==> src/rtl/blit_wbuf_if.sv <==
// blit_wbuf_if: write-phrase and memory-request signals between the blitter data path, the write-back buffer and memory
interface blit_wbuf_if #(parameter int AW = 21);
  logic          wr_valid;
  logic          wr_ready;
  logic [AW-1:0] wr_addr;
  logic [63:0]   wr_data;
  logic [7:0]    wr_dbinh_n;
  logic          mem_req;
  logic          mem_ack;
  logic [AW-1:0] mem_addr;
  logic [63:0]   mem_data;
  logic [7:0]    mem_be;
  modport master (
    output wr_valid, wr_addr, wr_data, wr_dbinh_n, mem_ack,
    input  wr_ready, mem_req, mem_addr, mem_data, mem_be
  );
  modport slave (
    input  wr_valid, wr_addr, wr_data, wr_dbinh_n, mem_ack,
    output wr_ready, mem_req, mem_addr, mem_data, mem_be
  );
endinterface

==> src/rtl/blit_wbuf.sv <==
// blit_wbuf: blitter write-back queue draining phrases to memory over req/ack; BLIT_WBUF_MERGE_EN enables tail merging
module blit_wbuf #(
  parameter int DEPTH = 4,
  parameter int AW    = 21
) (
  input  logic                       sys_clk,
  input  logic                       reset_n,
  blit_wbuf_if.slave                 bus,
  output logic [$clog2(DEPTH+1)-1:0] level,
  output logic                       idle
);
  localparam int PW = $clog2(DEPTH);
  localparam int LW = $clog2(DEPTH+1);
  localparam int EW = AW + 72;
  logic [EW-1:0] q [DEPTH];
  logic [PW-1:0] head, tail, head_n, tail_m1;
  logic [LW-1:0] level_n;
  logic [EW-1:0] head_ent, head_ent_n, wr_ent, merged;
  logic [63:0]   m_data;
  logic          can_merge, xfer, live, alloc, mrg, pop;
  assign tail_m1 = tail - PW'(1);
`ifdef BLIT_WBUF_MERGE_EN
  // With two or more entries the tail is never the one on the memory bus, so it may still be modified
  assign can_merge = (level >= LW'(2)) && (bus.wr_addr == q[tail_m1][EW-1:72]);
`else
  assign can_merge = 1'b0;
`endif
  assign bus.wr_ready = (level < LW'(DEPTH)) | can_merge;
  assign xfer    = bus.wr_valid & bus.wr_ready;
  assign live    = |bus.wr_dbinh_n;
  assign alloc   = xfer & live & ~can_merge;
  assign mrg     = xfer & live & can_merge;
  assign pop     = bus.mem_req & bus.mem_ack;
  assign head_n  = head + PW'(pop);
  assign level_n = level + LW'(alloc) - LW'(pop);
  assign wr_ent  = {bus.wr_addr, bus.wr_data, bus.wr_dbinh_n};
  // Tail entry with the enabled bytes of the incoming phrase overlaid
  always_comb begin
    m_data = q[tail_m1][71:8];
    for (int i = 0; i < 8; i++)
      if (bus.wr_dbinh_n[i]) m_data[8*i +: 8] = bus.wr_data[8*i +: 8];
  end
  assign merged = {q[tail_m1][EW-1:72], m_data, q[tail_m1][7:0] | bus.wr_dbinh_n};
  // Entry that will sit at the head after this edge, forwarding any same-cycle write into that slot
  always_comb begin
    head_ent_n = (level_n == '0) ? '0 :
                 (alloc && head_n == tail) ? wr_ent :
                 (mrg && head_n == tail_m1) ? merged : q[head_n];
  end
  // Pointers, occupancy and the registered head presentation
  always_ff @(posedge sys_clk or negedge reset_n) begin
    if (!reset_n) begin
      head     <= '0;
      tail     <= '0;
      level    <= '0;
      head_ent <= '0;
    end else begin
      head     <= head_n;
      tail     <= tail + PW'(alloc);
      level    <= level_n;
      head_ent <= head_ent_n;
    end
  end
  // Entry storage; contents are only meaningful between head and tail so it needs no reset
  always_ff @(posedge sys_clk) begin
    if (alloc) q[tail] <= wr_ent;
    if (mrg) q[tail_m1] <= merged;
  end
  assign bus.mem_req = (level != '0);
  assign {bus.mem_addr, bus.mem_data, bus.mem_be} = head_ent;
  assign idle = (level == '0) & ~bus.wr_valid;
endmodule
==> src/flat_wrapper.sv <==
// flat-port wrapper written by rule: the top's interface ports become plain ports
module blit_wbuf_flat 
#(
  parameter int DEPTH = 4,
  parameter int AW    = 21
)
  (sys_clk, reset_n, level, idle, bus_wr_valid, bus_wr_addr, bus_wr_data, bus_wr_dbinh_n, bus_mem_ack, bus_wr_ready, bus_mem_req, bus_mem_addr, bus_mem_data, bus_mem_be);
  blit_wbuf_if #(.AW(AW)) bus_i ();
  input  logic sys_clk;
  input  logic reset_n;
  output logic [$clog2(DEPTH+1)-1:0] level;
  output logic idle;
  input wire logic [$bits(bus_i.wr_valid)-1:0] bus_wr_valid;
  input wire logic [$bits(bus_i.wr_addr)-1:0] bus_wr_addr;
  input wire logic [$bits(bus_i.wr_data)-1:0] bus_wr_data;
  input wire logic [$bits(bus_i.wr_dbinh_n)-1:0] bus_wr_dbinh_n;
  input wire logic [$bits(bus_i.mem_ack)-1:0] bus_mem_ack;
  output wire logic [$bits(bus_i.wr_ready)-1:0] bus_wr_ready;
  output wire logic [$bits(bus_i.mem_req)-1:0] bus_mem_req;
  output wire logic [$bits(bus_i.mem_addr)-1:0] bus_mem_addr;
  output wire logic [$bits(bus_i.mem_data)-1:0] bus_mem_data;
  output wire logic [$bits(bus_i.mem_be)-1:0] bus_mem_be;
  assign bus_i.wr_valid = bus_wr_valid;
  assign bus_i.wr_addr = bus_wr_addr;
  assign bus_i.wr_data = bus_wr_data;
  assign bus_i.wr_dbinh_n = bus_wr_dbinh_n;
  assign bus_i.mem_ack = bus_mem_ack;
  assign bus_wr_ready = bus_i.wr_ready;
  assign bus_mem_req = bus_i.mem_req;
  assign bus_mem_addr = bus_i.mem_addr;
  assign bus_mem_data = bus_i.mem_data;
  assign bus_mem_be = bus_i.mem_be;
  blit_wbuf #(.DEPTH(DEPTH), .AW(AW)) u_core (.sys_clk(sys_clk), .reset_n(reset_n), .bus(bus_i), .level(level), .idle(idle));
endmodule
==> config.mk <==
export PLATFORM = sky130hd
export DESIGN_NAME = blit_wbuf_flat
export DESIGN_NICKNAME = d
export VERILOG_FILES = /design/src/rtl/blit_wbuf_if.sv /design/src/rtl/blit_wbuf.sv /design/src/flat_wrapper.sv
export SDC_FILE = /design/constraint.sdc
export NUM_CORES = 1
export LEC_CHECK = 0
export CORE_ASPECT_RATIO = 0.9
export CORE_UTILIZATION = 40
export DETAILED_ROUTE_END_ITERATION = 7
export SYNTH_ARGS = -nofsm -noshare
export SYNTH_HDL_FRONTEND = slang
export SYNTH_SLANG_ARGS = --single-unit
==> constraint.sdc <==
create_clock -name sys_clk -period 21.6 [get_ports sys_clk]
set_clock_uncertainty 0.2 [all_clocks]
set_input_delay 4.32 -clock sys_clk [delete_from_list [all_inputs] [get_ports sys_clk]]
set_output_delay 4.32 -clock sys_clk [all_outputs]
set_load 0.02 [all_outputs]
# == After elaboration in Yosys (flattened, before gate mapping) ==
# Memory sizes are Yosys's and may differ from the RTL's.
# Index checks and enable logic that the tools add are counted.
# op_classes
shift,0
reduce_logical,5
order_cmp,1
addsub,4
eq_ne,1
mux,4
n_bitwise,5
n_div,0
multipliers,0
# ops
op,n
two-way mux 93 bit,2
OR reduction 8 bit,1
logical NOT 3 bit,2
adder 2 x 1 -> 2 bit,2
AND 1 bit,4
adder 3 x 1 -> 3 bit,1
less-than comparator 3 bit (second input constant),1
nonzero test 3 bit,1
subtractor 3 x 1 -> 3 bit,1
== test 2 bit,1
two-way mux 1 bit,2
logical AND 1 bit,1
NOT 1 bit,1
# word_totals
ramBits,372
regBits,100
memories,1
latch_bits,0
inputBits,97
wordCells,25
mem_bits_ro,0
output_inout_bits,99
# memory_table
memory,depth,word_bits,rd,rd_clocked_by_memory_dff,wr,line,rtl
u_core.q,4,93,1,0,1,blit_wbuf.sv:15,logic [EW-1:0] q [DEPTH];

# == Depth between registers and ports, before layout ==
# Gate-level depths: netlist of run 1.
# depth
ltp_word,7
ltp_mapped,13
mapped_depth_nobuf,11

# == Worst setup path after synthesis of run 1 ==
# No wires, ideal clock.
# synth_timing
path_kind,in2reg
from,input bus_wr_valid
to,"memory u_core.q[0][0] in the netlist's numbering, enable pin"
arrival_time_ps,11554
slack_ps,9168
setup_time_ps,678
path_buffers,0
path_stages,3
t_required_ps,20722
path_cell_list,nor2b_1 -> o21a_1 -> nor3b_1
# synth_between
elab_chain_len,4
# synth_lines
element,line,rtl
from (decl),flat_wrapper.sv:13,input wire logic [$bits(bus_i.wr_valid)-1:0] bus_wr_valid;
AND 1 bit,blit_wbuf.sv:29,assign xfer = bus.wr_valid & bus.wr_ready;
AND 1 bit,blit_wbuf.sv:31,assign alloc = xfer & live & ~can_merge;
two-way mux 1 bit,blit_wbuf.sv:66,if (alloc) q[tail] <= wr_ent;
two-way mux 1 bit (implied by the code),blit_wbuf.sv:66,
to (decl),blit_wbuf.sv:15,
# No other way between the ends.

# == Worst setup path in the final report of run 1 ==
# layout_timing
from,input bus_wr_valid
to,output idle
# layout_between
elab_chain_len,2
# layout_lines
element,line,rtl
NOT 1 bit,blit_wbuf.sv:71,assign idle = (level == '0) & ~bus.wr_valid;
AND 1 bit,blit_wbuf.sv:71,
to (decl),flat_wrapper.sv:12,output logic idle;
# No other way between the ends.

==> results of run 1 <==
-- worst paths after layout --
check,endpoint,start,depth (start not counted),slack (ps)
min in group asynchronous,u_core.head_ent[89],reset_n,1,3700
min reg2reg,u_core.level[2],u_core.level[2],2,490
max in group asynchronous,u_core.head_ent[24],reset_n,2,16320
min,u_core.level[2],u_core.level[2],2,490
max reg2reg,u_core.head_ent[70],u_core.level[1],13,17610
max,idle,bus_wr_valid,3,11640
-- placed cells by master (no fill, tap or decap), types with 3 or more instances in the layout --
cell,count
clkdlybuf4s50_1,194
clkbuf_16,49
o21ai_0,79
mux4_2,93
nand3_1,94
clkbuf_1,15
clkinv_1,5
buf_4,19
clkinv_2,6
ha_1,3
dfrtp_1,100
clkbuf_8,8
xnor2_1,3
inv_1,5
a21oi_1,93
edfxtp_1,372
o21ai_1,14
-- registers in the layout (all words and copies together), names as in the netlist --
signal	cells
u_core.head_ent	93
u_core.q	372
u_core.head	2
u_core.tail	2
u_core.level	3
-- layer usage --
metal	share of wire (%)	track usage, %
met3	5.9	3.605
met4	1.5	4.786
met5	0	0
met1	45	26.19
met2	47	28.68
-- synthesized netlist by cell type (all sizes together), types with 2 or more instances --
master / count
edfxtp: 372
dfrtp: 100
nand3: 94
a21oi: 93
mux4: 93
o21ai: 93
buf: 51
clkbuf: 21
inv: 5
ha: 4
xnor2: 4
xor2: 3
nor2: 2
or4: 2
-- where the power goes --
| part | leakage [nW] | switching (mW) | internal, mW |
|---|---|---|---|
| logic | 1.87 | 0.898 | 0.603 |
| registers | 4.58 | 0.0610 | 1.21 |
| clock network | 0.743 | 0.331 | 0.468 |
| total | 7.20 | 1.29 | 2.28 |
-- cell families (layout without fill, tap and decap cells) --
family,count (synthesis),count (layout),synth area share (%)
xor gates and xnor gates,7,7,0.3863
other,0,1,0
muxes,93,93,11.76
DFF,472,472,76.76
adders and majority gates,5,5,0.3934
buffers and inverters,77,306,2.255
and+or+nand+nor,105,105,3.055
AOI/OAI and AO/OA,189,189,5.394
-- area by class of cell --
cell class	count	area (sq um)
Inverter	5	18.77
Clock buffer	72	1393
Multi-Input combinational cell	399	3831
Clock inverter	16	132.6
Sequential cell	472	13670
Fill cell	3618	21550
Tap cell	592	740.7
Antenna cell	1	2.502
Timing Repair Buffer	213	2085
-- worst register-to-register path: cells and delay by family, from the launching register on --
kind,cells,cell delay (ps)
AOI/OAI and AO/OA,1,150
xor gates and xnor gates,2,310
DFF,1,420
buffers and inverters,4,1340
and+or+nand+nor,3,500
adders and majority gates,3,900
-- per-stage QoR --
| stage | utilization (%) | total power, mW | setup slack [ps] | instances | instance area, sq um |
|---|---|---|---|---|---|
| 3_3_place_gp | 46.86 | 2.796 | 11620 | 1681 | 20350 |
| 3_5_place_dp | 46.86 | 2.810 | 11650 | 1681 | 20350 |
| 4_1_cts | 50.37 | 3.620 | 11640 | 1769 | 21870 |
| 5_1_grt | 50.37 | 3.771 | 11600 | 1769 | 21870 |
| 6_report | 50.38 | 3.567 | 11640 | 1770 | 21880 |
| 2_1_floorplan | - | 2.269 | 9168 | 948 | 17810 |
==> run summary, run 1 <==
Worst-Skew Late Latency: 560 ps
Final Slew Violations: 0
Post-detail-place hpwl: 21.05 mm
Outcome: finished, final reports clean
Worst EP arrival: 5440 ps
Hold Fails Final Rpt: 0
Final nets: 1241
Largest net degree at the start of global routing: 69
CTS tree: done
# rows: 72
Crit path launch type: primary input
Post-synth top area cell: edfxtp_1
Hold crit path type: reg -> reg
Vias in the first global route: 10.00k
Initial antenna violation count: 1
First-pass GRT wire length: 62.02 mm
Total track usage: 18.27%
Cells after synthesis: 948
Worst VDD drop: 0.1709 mV
Final cycle utilization of the critical path: 46.11%
Synth cell types: 31
Setup TNS: 0 ps
Die area: 45380 sq um
Clock transition at path regs: 60 ps
Most frequent cell on the critical path: clkdlybuf4s50_1
Synthesized area per cell: 18.79 sq um
Post-synthesis sequential area ratio: 76.76%
Worst path required time: 17080 ps
RSZ-0062 raised after global routing: no
Die Ht: 202.2 um
Area Overhead vs Synth: 22.81%
# setup viols final: 0
Gp weighted congestion: 0.7002
Root buffer cell: clkbuf_16
Max incr delay on CP: 610 ps
PwrDens: 163.0 nW/um^2
YS warnings: 0
Clk sink count: 472
Slew @ Worst Pin: 1080 ps
Die W: 224.4 um
Buf/Inv on CP: 2
CTS max path bufs: 3
Ranking of synthesized cells by area: edfxtp_1 (63%), dfrtp_1 (14%), mux4_2 (12%)
Vias: 9509
Min Hold Slack: 491.1 ps
WL final: 40.76 mm
WS Path Type: in -> out
Most used DFF post-synth: edfxtp_1
Synthesized cell area: 17810 sq um
Drt wl/cell: 23.03 um
IO buf count: 195
Grt ovf: 0
Max frequency: 100.4 MHz
Total CTS buffers: 48
Max Cap Viol: 0
Number of synthesized flops with an enable pin: 372
Antenna Nets Post-Route: 0
Ordered list of cells on the worst path: clkdlybuf4s50_1 -> nor2_1 -> clkdlybuf4s50_1
Via density: 5.372
LEAKAGE: 7.198 nW
Post-CTS setup buffer count: 0
Net Count, Synth: 1050
Max-slew headroom: 27.65%
Ports: 196
H-tree depth: 2
Hold Buf Count CTS: 0
DRC errors left: 0
DR iter-0 viols: 719
Critical path capture point type: output port
1st-pass router iterations: 4
Core area: 43420 sq um
Share of layout cells above drive strength 1: 16.40%
Starting density of the core: 41.02%
Critical Path Fanout Max: 2
Min Clock Period, post-route: 9959 ps
Post-synth ARST share: 21.19%
CTS resizes: 0
Top delay family on crit path: buffers and inverters
Synthesized flop and latch total: 472
Top-area cell type share of the netlist area: 62.71%
Crit-path slowest cell: clkdlybuf4s50_1
(Power assumes the default switching activity.)
==> inputs of run 2 (changes only) <==
- clock period: 21.6 -> 10.45 ns (I/O delays scaled with it)
==> run summary, run 2 (synthesized netlist as in run 1, its figures left out) <==
Most common cell after layout, fill and taps aside: edfxtp_1
Power Total: 7.577 mW (+110%)
Post-CTS setup buffer count: 0 (unchanged)
Via density: 5.399 (+0.50%)
R2r setup slk: 6290 ps (-11320 ps)
LEAKAGE: 7.297 nW (+1.4%)
Clock transition at path regs: 60 ps (about the same)
CP startpoint: bus_wr_valid
# rows: 72 (unchanged)
Area Overhead vs Synth: 23.92%
H-tree depth: 2 (unchanged)
# setup viols final: 0 (unchanged)
Most frequent cell on the critical path: clkdlybuf4s50_1
Root buffer cell: clkbuf_16
DRC errors left: 0 (unchanged)
Switch share: 36.01% (-0.16 points)
Hold Buf Count CTS: 0 (unchanged)
CTS resizes: 0 (unchanged)
Total CTS buffers: 48 (unchanged)
Largest net degree at the start of global routing: 84 (+22%)
PwrDens: 343.2 nW/um^2 (+110%)
RSZ-0062 raised after global routing: no
Grt ovf: 0 (unchanged)
DP Cell Count: 1682 (+0.059%)
Top reg by flops: u_core.q
Max-slew headroom: 28.00% (+0.34 points)
Worst path required time: 8160 ps (-8920 ps)
WL final: 42.13 mm (+3.4%)
Top delay family on crit path: buffers and inverters
Worst VDD drop: 0.4509 mV (+160%)
1st-pass router iterations: 5 (+1)
DR iter-0 viols: 759 (+5.6%)
Antenna Nets Post-Route: 0 (unchanged)
Core area: 43420 sq um (unchanged)
CTS max path bufs: 3 (unchanged)
IO buf count: 195 (unchanged)
Max frequency: 181.4 MHz
Reg-to-Reg Start: u_core.level[1]
Crit-path slowest cell: clkdlybuf4s50_1
Hold Fails Final Rpt: 0 (unchanged)
Worst-Skew Late Latency: 560 ps (about the same)
Gate power share: 41.0% (-1.1 points)
Total internal power: 4.849 mW (+110%)
Regs by FF count: u_core.q (372), u_core.head_ent (93), u_core.level (3)
Share of layout cells above drive strength 1: 17.66% (+1.3 points)
Final Slew Violations: 0 (unchanged)
Gp weighted congestion: 0.6989 (-0.19%)
Hold crit path type: reg -> reg
Max reg flops: 372 (unchanged)
Register-to-Register Path Depth: 9 (-4)
Initial antenna violation count: 4 (+3)
Final cycle utilization of the critical path: 52.76%
Final nets: 1242 (+0.081%)
Crit path launch type: primary input
Buf/Inv on CP: 2 (unchanged)
Clock group share of total power: 24.2% (+1.8 points)
Sw Pwr: 2.728 mW (+110%)
Critical Path Fanout Max: 2 (unchanged)
Vias: 9562 (+0.56%)
Post-Layout Cell Count: 1771 (+0.056%)
R2r endpoint: u_core.head_ent[50]
Min Clock Period, post-route: 5514 ps
Die W: 224.4 um (unchanged)
Die area: 45380 sq um (unchanged)
Commonest non-fill, non-tap cells in the layout: edfxtp_1 (372), clkdlybuf4s50_1 (194), dfrtp_1 (100), nand3_1 (94)
WP depth: 3 (unchanged)
Min Hold Slack: 457.3 ps (-33.85 ps)
Ordered list of cells on the worst path: clkdlybuf4s50_1 -> nor2_1 -> clkdlybuf4s50_1
Die Ht: 202.2 um (unchanged)
First-pass GRT wire length: 64.22 mm (+3.5%)
Max Cap Viol: 0 (unchanged)
Starting density of the core: 41.02% (unchanged)
Max incr delay on CP: 610 ps (about the same)
Clk sink count: 472 (unchanged)
Ports: 196 (unchanged)
Total track usage: 18.85% (+0.58 points)
Sequential share of power: 34.8% (-0.7 points)
WS Path Type: in -> out
Crit path to: idle
Slew @ Worst Pin: 1080 ps (+0.01505 ps)
Critical path capture point type: output port
Vias in the first global route: 10.51k (+5.0%)
Worst EP arrival: 3220 ps (-2220 ps)
Drt wl/cell: 23.79 um (+3.3%)
CTS tree: done
Setup TNS: 0 ps (unchanged)
Outcome: finished, final reports clean
Post-detail-place hpwl: 21.76 mm (+3.4%)
[run 2: changes by cell type in the layout (fill, tap and decap cells not counted), sizes merged]
cell / before / now
buf: 19 / 20
bufinv: 2 / 8
clkbuf: 72 / 60
clkinv: 12 / 16
clkinvlp: 2 / 4
[run 2: per-stage QoR]
stage | utilization, % | setup WS, ps | instance area (sq um)
after floorplan | - | 248.0 | 17810
after global placement | 46.88 | 4378 | 20360
after detailed placement | 46.88 | 4342 | 20360
after CTS | 50.83 | 4929 | 22070
after global routing | 50.83 | 4690 | 22070
final | 50.84 | 4936 | 22070
[run 2: layout make-up]
type	instances	area (sq um)
multi-input cells	399	3831
well taps	592	740.7
fillers	3625	21350
clock inverters	28	366.6
diodes	1	2.502
clock buffers	60	1349
inverters	5	18.77
repair buffers	214	2092
flip-flops and latches	472	13670
[run 2: how the worst min path moves through the flow]
stage,start,endpoint,slack (ps),cells past startpoint
6_report,u_core.level[2],u_core.level[2],460,2
5_1_grt,u_core.level[2],u_core.level[2],500,2
4_1_cts,u_core.level[2],u_core.level[2],480,2
3_5_place_dp,u_core.level[2],u_core.level[2],450,2
3_3_place_gp,u_core.level[2],u_core.level[2],470,2
2_1_floorplan,u_core.head[0],u_core.head[0],280,1
[run 2: metal layers]
layer	wire [um]	vias up	GRT usage [%]
met3	2730	55	4.274
met1	18690	5041	26.27
met2	19980	295	29.92
met5	35	-	0
li1	-	4165	-
met4	698	6	5.053
[run 2: tightest hold or removal path: stages (launching register included)]
cell	delay (ps)
dfrtp_1	370
inv_1	80
xnor2_1	150
[run 2: power by group through the flow]
| stage | combinational (mW) | sequential (mW) | clock (mW) |
|---|---|---|---|
| 2_1_floorplan | 1.81 | 2.88 | 0 |
| 4_1_cts | 3.15 | 2.64 | 1.87 |
| 3_5_place_dp | 3.14 | 2.67 | 0 |
| 3_3_place_gp | 3.12 | 2.68 | 0 |
| 5_1_grt | 3.36 | 2.67 | 1.94 |
| 6_report | 3.11 | 2.64 | 1.83 |
==> inputs of run 3 (changes only) <==
- clock period: 10.45 -> 4.7 ns (I/O delays scaled with it)
==> run summary, run 3 (synthesized netlist as in run 1, its figures left out) <==
Multi-input gate area: 3837 sq um (+0.16%)
Max Cap Viol: 0 (unchanged)
Setup TNS: 0 ps (unchanged)
Die W: 224.4 um (unchanged)
Vias: 9652 (+0.94%)
Largest net degree at the start of global routing: 96 (+14%)
Fillers: 3545 (-2.2%)
DRC errors left: 0 (unchanged)
Final nets: 1249 (+0.56%)
Worst-Skew Late Latency: 580 ps (+20 ps)
Most common cell after layout, fill and taps aside: edfxtp_1
Final Slew Violations: 0 (unchanged)
Max frequency: 261.7 MHz
# rows: 72 (unchanged)
Starting density of the core: 41.02% (unchanged)
Total track usage: 19.04% (+0.19 points)
Drt wl/cell: 23.82 um (+0.12%)
Regs by FF count: u_core.q (372), u_core.head_ent (93), u_core.level (3)
First-pass GRT wire length: 64.31 mm (+0.14%)
IO buf count: 195 (unchanged)
Top reg by flops: u_core.q
RSZ-0062 raised after global routing: no
Critical path capture point type: register
Vias in the first global route: 10.33k (-1.6%)
# setup viols final: 0 (unchanged)
Grt ovf: 0 (unchanged)
Fin util: 51.37% (+0.53 points)
Commonest non-fill, non-tap cells in the layout: edfxtp_1 (372), clkdlybuf4s50_1 (194), dfrtp_1 (100), nand3_1 (94)
Gp weighted congestion: 0.7201 (+3.0%)
Hold Buf Count CTS: 0 (unchanged)
Antenna Nets Post-Route: 0 (unchanged)
CTS resizes: 0 (unchanged)
1st-pass router iterations: 5 (unchanged)
Register-to-Register Path Depth: 9 (unchanged)
Initial antenna violation count: 6 (+2)
Min Clock Period, post-route: 3821 ps
Total internal power: 10.89 mW (+120%)
LEAKAGE: 7.391 nW (+1.3%)
Sw Pwr: 6.102 mW (+120%)
Clock transition at path regs: 60 ps (about the same)
H-tree depth: 2 (unchanged)
Register area: 13670 sq um (unchanged)
Crit path launch type: primary input
Slew @ Worst Pin: 1122 ps (+41.57 ps)
Max reg flops: 372 (unchanged)
PwrDens: 761.6 nW/um^2 (+120%)
Hold Fails Final Rpt: 0 (unchanged)
Total CTS buffers: 50 (+4.2%)
Sequential share of power: 34.4% (-0.4 points)
Worst VDD drop: 0.8281 mV (+84%)
Ports: 196 (unchanged)
Die area: 45380 sq um (unchanged)
Post-detail-place hpwl: 22.06 mm (+1.3%)
Hold crit path type: in -> async
DR iter-0 viols: 742 (-2.2%)
CTS max path bufs: 3 (unchanged)
Share of layout cells above drive strength 1: 17.83% (+0.17 points)
Area Overhead vs Synth: 25.22%
Outcome: finished, final reports clean
Clock group share of total power: 23.6% (-0.6 points)
Worst path required time: 4930 ps (-3230 ps)
Die Ht: 202.2 um (unchanged)
Root buffer cell: clkbuf_16
WL final: 42.45 mm (+0.74%)
Max-slew headroom: 24.86% (-3.1 points)
WS Path Type: in -> reg
Gate power share: 42.0% (+1.0 points)
Via density: 5.416 (+0.32%)
Worst EP arrival: 4050 ps (+830 ps)
Clk sink count: 472 (unchanged)
Post-CTS setup buffer count: 0 (unchanged)
CTS tree: done
Core area: 43420 sq um (unchanged)
Switch share: 35.92% (-0.086 points)
Critical Path Fanout Max: 65 (+63)
Final cycle utilization of the critical path: 81.31%
[run 3: cell count changes in the layout (fill, tap and decap cells not counted)]
cell / before / now
clkbuf_16: 50 / 53
clkinv_2: 9 / 12
clkinvlp_4: 4 / 2
clkbuf_1: 4 / 7
clkinv_4: 5 / 1
clkbuf_8: 6 / 9
nor3b_4: 0 / 1
nor3b_2: 1 / 0
buf_12: 0 / 16
bufinv_16: 8 / 4
clkinv_1: 2 / 6
buf_4: 20 / 9
[run 3: metal layers]
metal	wire (um)	up-vias	GRT usage [%]
met3	2437	50	3.881
met4	650	10	5.005
met5	72	-	0
met1	19050	5123	27.24
li1	-	4186	-
met2	20240	283	29.87
[run 3: cell type report]
class                           instances  share of cell area (%)
Sequential cell                       472                   61.30
Tap cell                              592                   3.321
Clock buffer                           69                   6.619
Inverter                                5                 0.08414
Clock inverter                         25                   1.015
Timing Repair Buffer                  219                   10.44
Multi-Input combinational cell        399                   17.20
Antenna cell                            1                 0.01122
[run 3: per-stage QoR]
| stage | setup slack (ps) | instances | cell area (sq um) | hold slack [ps] | total power, mW |
|---|---|---|---|---|---|
| floorplan | 192.2 | 948 | 17830 | 276.0 | 10.41 |
| global placement | 358.3 | 1687 | 20600 | 505.7 | 13.09 |
| detailed placement | 285.3 | 1687 | 20600 | 481.9 | 13.13 |
| CTS | 891.4 | 1781 | 22300 | 335.2 | 17.19 |
| global route | 730.9 | 1781 | 22300 | 398.8 | 17.86 |
| finish | 878.5 | 1782 | 22310 | 341.0 | 16.99 |
[run 3: worst paths after layout]
check / slack, ps / to / from
max: 880 / u_core.head_ent[71] / bus_wr_dbinh_n[4]
min: 340 / u_core.head_ent[86] / reset_n
max reg2reg: 1370 / u_core.head_ent[19] / u_core.level[2]
min reg2reg: 500 / u_core.level[2] / u_core.level[1]
max in group asynchronous: 3180 / u_core.head_ent[41] / reset_n
min in group sys_clk: 500 / u_core.level[2] / u_core.level[1]
[run 3: worst max-delay path: stages]
cell,delay (ps)
clkdlybuf4s50_1,520
or4_4,620
o21a_1,280
ha_1,250
fa_1,410
xnor2_1,150
xnor2_1,150
nor3_2,220
buf_12,340
a21oi_1,100
[run 3: power by group through the flow]
stage               logic (mW)  clock network, mW  registers (mW)
CTS                       7.25               4.08            5.86
finish                    7.14               4.01            5.85
global route              7.70               4.23            5.92
detailed placement        7.20                  0            5.93
global placement          7.15                  0            5.93
floorplan                 4.03                  0            6.37
